[config.mk]
export PLATFORM = sky130hd
export DESIGN_NAME = ioctl_prg_loader
export DESIGN_NICKNAME = d
export VERILOG_FILES = /design/src/rtl/altair_pkg.sv /design/src/rtl/hold_counter.sv /design/src/rtl/ioctl_prg_loader.sv
export SDC_FILE = /design/constraint.sdc
export NUM_CORES = 1
export LEC_CHECK = 0
export BUFFER_PORTS_ARGS = -buffer_cell sky130_fd_sc_hd__buf_4
export CORE_MARGIN = 2
export CORE_UTILIZATION = 45
export CTS_CLUSTER_SIZE = 28
export DETAILED_ROUTE_END_ITERATION = 12
export GPL_TIMING_DRIVEN = 0
export PLACE_DENSITY = 0.77
export SYNTH_ARGS = -nofsm -noshare
export SYNTH_HDL_FRONTEND = slang
export SYNTH_SLANG_ARGS = --single-unit
[constraint.sdc]
create_clock -name clk -period 1.9 [get_ports clk]
set_input_delay 0 -clock clk [delete_from_list [all_inputs] [get_ports clk]]
set_output_delay 0 -clock clk [all_outputs]
set_load 0.005 [all_outputs]
[src/rtl/altair_pkg.sv]
// altair_pkg: shared loader state encoding and HPS ioctl address width
package altair_pkg;
  typedef enum logic [1:0] {IDLE, LOAD, WRITE, HOLD} state_t;
  localparam int IOCTL_ADDR_W = 25;
endpackage

[src/rtl/hold_counter.sv]
// hold_counter: loadable down-counter that stops at zero and flags terminal count
module hold_counter #(
  parameter int W = 8
) (
  input  logic         clk,
  input  logic         reset,
  input  logic         load,
  input  logic [W-1:0] load_val,
  input  logic         en,
  output logic         tc
);
  logic [W-1:0] count_q, count_d;
  always_comb count_d = load ? load_val : (en && count_q != '0) ? count_q - 1'b1 : count_q;
  always_ff @(posedge clk or posedge reset)
    if (reset) count_q <= '0;
    else count_q <= count_d;
  assign tc = count_q == '0;
endmodule

[src/rtl/ioctl_prg_loader.sv]
// ioctl_prg_loader: copies an HPS ioctl download into RAM, holding the CPU in reset
// until the download ends plus a programmable settle time.
module ioctl_prg_loader
  import altair_pkg::*;
#(
  parameter int         MEM_DEPTH   = 65536,
  parameter int         ADDR_W      = 16,
  parameter int         BASE_ADDR   = 0,
  parameter int         HOLD_CYCLES = 16,
  parameter logic [7:0] INDEX_MASK  = 8'hFF
) (
  input  logic                    clk,
  input  logic                    reset,
  input  logic                    ioctl_download,
  input  logic [7:0]              ioctl_index,
  input  logic                    ioctl_wr,
  input  logic [IOCTL_ADDR_W-1:0] ioctl_addr,
  input  logic [7:0]              ioctl_dout,
  output logic                    ioctl_wait,
  output logic                    mem_req,
  output logic [ADDR_W-1:0]       mem_addr,
  output logic [7:0]              mem_wdata,
  input  logic                    mem_ack,
  output logic                    machine_reset,
  output logic [7:0]              prg_sel,
  output logic [ADDR_W:0]         byte_count,
  output logic                    overflow,
  output logic                    load_done
);
  localparam int HC_W = $clog2(HOLD_CYCLES + 1);
  state_t state_q, state_d;
  logic dl_q, wait_q, wait_d, req_q, req_d, mrst_q, mrst_d, ov_q, ov_d, done_q, done_d;
  logic [ADDR_W-1:0] addr_q, addr_d;
  logic [7:0] wdata_q, wdata_d, sel_q, sel_d;
  logic [ADDR_W:0] cnt_q, cnt_d;
  logic start, in_range, hold_tc;
  assign start = ioctl_download && !dl_q && (ioctl_index & ~INDEX_MASK) == 8'h00;
  assign in_range = ioctl_addr < IOCTL_ADDR_W'(MEM_DEPTH);
  always_comb begin
    state_d = state_q;
    wait_d  = wait_q;
    req_d   = req_q;
    addr_d  = addr_q;
    wdata_d = wdata_q;
    sel_d   = sel_q;
    cnt_d   = cnt_q;
    ov_d    = ov_q;
    done_d  = 1'b0;
    case (state_q)
      IDLE, HOLD: begin
        if (start) begin
          state_d = LOAD;
          sel_d   = ioctl_index;
          cnt_d   = '0;
          ov_d    = 1'b0;
        end else if (state_q == HOLD && hold_tc) begin
          state_d = IDLE;
          done_d  = 1'b1;
        end
      end
      LOAD: begin
        if (ioctl_wr && in_range) begin
          state_d = WRITE;
          req_d   = 1'b1;
          wait_d  = 1'b1;
          addr_d  = ADDR_W'(BASE_ADDR) + ioctl_addr[ADDR_W-1:0];
          wdata_d = ioctl_dout;
        end else begin
          ov_d    = ov_q | ioctl_wr;
          state_d = ioctl_download ? LOAD : HOLD;
        end
      end
      WRITE: begin
        // a download that ended mid-write is only noticed once the write lands
        if (mem_ack) begin
          req_d   = 1'b0;
          wait_d  = 1'b0;
          cnt_d   = (cnt_q == (ADDR_W+1)'(MEM_DEPTH)) ? cnt_q : cnt_q + 1'b1;
          state_d = ioctl_download ? LOAD : HOLD;
        end
      end
      default: state_d = IDLE;
    endcase
    mrst_d = state_d != IDLE;
  end
  hold_counter #(.W(HC_W)) u_hold (
    .clk      (clk),
    .reset    (reset),
    .load     (state_d == HOLD && state_q != HOLD),
    .load_val (HC_W'(HOLD_CYCLES - 1)),
    .en       (state_q == HOLD),
    .tc       (hold_tc)
  );
  // edge detector resets high so a download already in progress is not picked up
  always_ff @(posedge clk or posedge reset)
    if (reset) begin
      state_q <= IDLE;
      dl_q    <= 1'b1;
      wait_q  <= 1'b0;
      req_q   <= 1'b0;
      addr_q  <= '0;
      wdata_q <= '0;
      sel_q   <= '0;
      cnt_q   <= '0;
      ov_q    <= 1'b0;
      done_q  <= 1'b0;
      mrst_q  <= 1'b0;
    end else begin
      state_q <= state_d;
      dl_q    <= ioctl_download;
      wait_q  <= wait_d;
      req_q   <= req_d;
      addr_q  <= addr_d;
      wdata_q <= wdata_d;
      sel_q   <= sel_d;
      cnt_q   <= cnt_d;
      ov_q    <= ov_d;
      done_q  <= done_d;
      mrst_q  <= mrst_d;
    end
  assign ioctl_wait    = wait_q;
  assign mem_req       = req_q;
  assign mem_addr      = addr_q;
  assign mem_wdata     = wdata_q;
  assign machine_reset = mrst_q;
  assign prg_sel       = sel_q;
  assign byte_count    = cnt_q;
  assign overflow      = ov_q;
  assign load_done     = done_q;
endmodule

==> results.md <==
* Status: complete, but fails checks
* Failing checks: setup timing
* Data required, critical path at around 2.2 ns
* Lkg Pwr at 2.156 nW
* Post-synth EDFFs at 0
* Initial antenna violation count at 0
* Die outline width at 83.55 µm
* Power per cell area at 944.9 nW/µm²
* Worst vdd ir at 0.7652 mV
* Overall Global Routing Usage at 0.2513
* CTS tree: yes
* Synth top area cells: dfrtp_1 (53%), mux2_2 (13%), ha_1 (3.1%)
* Ys flop type: dfrtp_1
* First-pass GRT wire length at between 10000 and 15000 µm
* Core footprint at 6026 µm²
* R2r startpoint: state_q[1]
* Avg WL per Cell at 17.43 µm
* Clk sinks at 61
* Clk_skew at 0.007921 ns
* Synth area leader: dfrtp_1
* N_diodes at 0
* Clock slew at reported path FFs at 0.07 ns
* Share of cells above drive strength 1 at 0.4709
* Yosys warning count at 0
* CP startpoint: state_q[1]
* Arrival time worst endpoint at 2.29 ns
* Final Cell Area at roughly 4500 µm²
* Slew headroom at 0.5650
* Cells after Synth at between 200 and 300
* Syn_area_per_cell at 11.39 µm²
* Post-synth cell types at 44
* Die area at 6981 µm²
* RSZ-0062 raised after global routing: yes
* Max-cap check violation count at 0
* Largest net degree at the start of global routing at 34
* Startpoint class of the critical path: flop
* Post-Layout Cell Count at 487
* Chip height at 83.55 µm
* WS Path Type: flop to flop
* HPWL after DPL at 5049 µm
* Syn nets at 303
* 1st-pass router iterations at 4
* FFs w/ async S/R, synth at 1.000
* Fmax at around 500 MHz
* Drt first-iter violations at 139
* Routed wire length at 8488 µm
* Vias in the first global route at 2796
* Fin crit share at 1.060
* Routed vias at 2650
* Hold path start: ioctl_addr[16]
* Post-Syn Area at 2848 µm²
* CTS root buf: clkbuf_8
* Worst hold slack at between 0.2 and 0.25 ns
* Final core utilization at 0.7542
* FF+latch count, synth at 61
* Worst Tran Pin Value at 0.6516 ns
* Initial core utilization at 0.4726
* Placer congestion estimate at 0.7315
* Area growth, synth to finish at 59.58%
* Final worst setup slack at -0.1143 ns
* Avg Vias per Cell at 5.441
* Num CTS Buffers at 9
* Remaining DRCs at 0
* Synth top area share at 0.5272
* Sequential cell area fraction in the yosys report at 0.5365
* Cell Area, Placed at 3727 µm²
* Gr ovfl total at 0
* Max Fanout on Critical Path at 8
* # port buffers at 99
* Final Hold Violating Endpoints at 0
* Worst-Skew Late Latency at ~0.34 ns
* Dpl cells at 425
* DRT antenna net count at 0
* Crit. End Element: flop
* # setup viols final at 6
* Nets at 460
* Post-placement setup slack at -0.3541 ns
* Final Max Tran Viols at 0
* Row cnt at 28
* CTS Buffer Depth at 2
* Worst hold-check path type: primary input to flop
* H-tree Lvls at 3
* Io pins at 100
* Fin crit period at 2.014 ns
## worst paths after layout
kind | end | slack, ns | depth (start not counted)
worst min register to register | mem_wdata[5] | 0.51 | 1
worst min-delay path | mem_addr[14] | 0.21 | 5
worst max register to register | byte_count[8] | -0.11 | 6
max in group asynchronous | dl_q | 0.90 | 4
worst max-delay path | byte_count[8] | -0.11 | 6
min in group asynchronous | mem_addr[4] | 0.32 | 3
## final cells by class
class / count / area, µm²
plain buffers: 10 / 93.84
clock buffers: 12 / 145.1
clock inverters: 4 / 47.55
fillers: 382 / 1481
inverters: 14 / 52.55
multi-input cells: 164 / 1361
flip-flops and latches: 61 / 1530
well taps: 75 / 93.84
repair buffers: 147 / 1220
## through the flow
stage	power [W]	TNS, ns
5_1_grt	0.004525	-0.7080
3_3_place_gp	0.002761	-33.47
6_report	0.004294	-0.2361
2_1_floorplan	0.002332	-0.2238
4_1_cts	0.004159	-0.7195
3_5_place_dp	0.002806	-8.310
## cell usage in the layout, fill, tap and decap left out, types with 5 or more instances in the layout
cell type,instances
nand2b_1,5
nand3_1,10
ha_1,6
o21ai_0,8
inv_1,11
or4_1,6
mux2_2,32
dfrtp_1,58
dlygate4sd3_1,36
nand4_1,5
nand2_1,13
a21oi_1,11
clkbuf_8,11
nor2_1,8
buf_4,108
## cells by family after synthesis
kind of cell	synth area share
muxes	0.1441
and+or+nand+nor	0.1353
DFF	0.5365
buffers and inverters	0.03691
AOI/OAI and AO/OA	0.1041
adders and majority gates	0.03075
xor gates and xnor gates	0.01230
## where the power goes
| part | internal [W] | switching (W) |
|---|---|---|
| Sequential | 0.00149 | 0.000145 |
| Combinational | 0.000783 | 0.000709 |
| Clock | 0.000639 | 0.000525 |
## critical path: stages (launching register included)
cell     delay [ns]
dfrtp_2        0.45
ha_4           0.27
buf_8          0.12
a211o_4        0.36
buf_6          0.15
or4_4          0.47
a21oi_2        0.13
## registers in the layout, indices dropped and copies added, names as in the netlist
name and count:
byte_count 17, mem_addr 16, mem_wdata 8, prg_sel 8, u_hold.count_q 5, state_q 2, dl_q 1, load_done 1
machine_reset 1, mem_req 1, overflow 1
## Yosys cell counts, drive strengths merged, types with 2 or more instances
master,instances
and4,2
clkbuf,8
o31ai,8
mux2,32
mux2i,5
or4,8
nand4,5
nand3,11
xor2,2
nor4,4
nor2,9
nand2b,5
dfrtp,60
o21ai,11
o221ai,2
buf,3
nand2,13
or3,4
inv,14
ha,7
a21oi,15
xnor2,2
## repair_timing
action                                  CTS  global route
endpoints found under the setup margin   49            50
cloned                                    2             0
resized for setup                        24            24
hold endpoints to repair                 63             0
hold buffers                             36             0
pin swaps                                 8            15
setup buffers                             4             5
## layer usage
metal	vias up	share of wire	wire (µm)	global-route usage
li1	1227	-	-	-
met3	14	0.074	627	0.08704
met2	96	0.50	4240	0.4194
met5	-	0	0	0
met4	0	0.016	140	0.09824
met1	1313	0.41	3479	0.2989
Note: power is estimated with default switching activity, not from simulation.
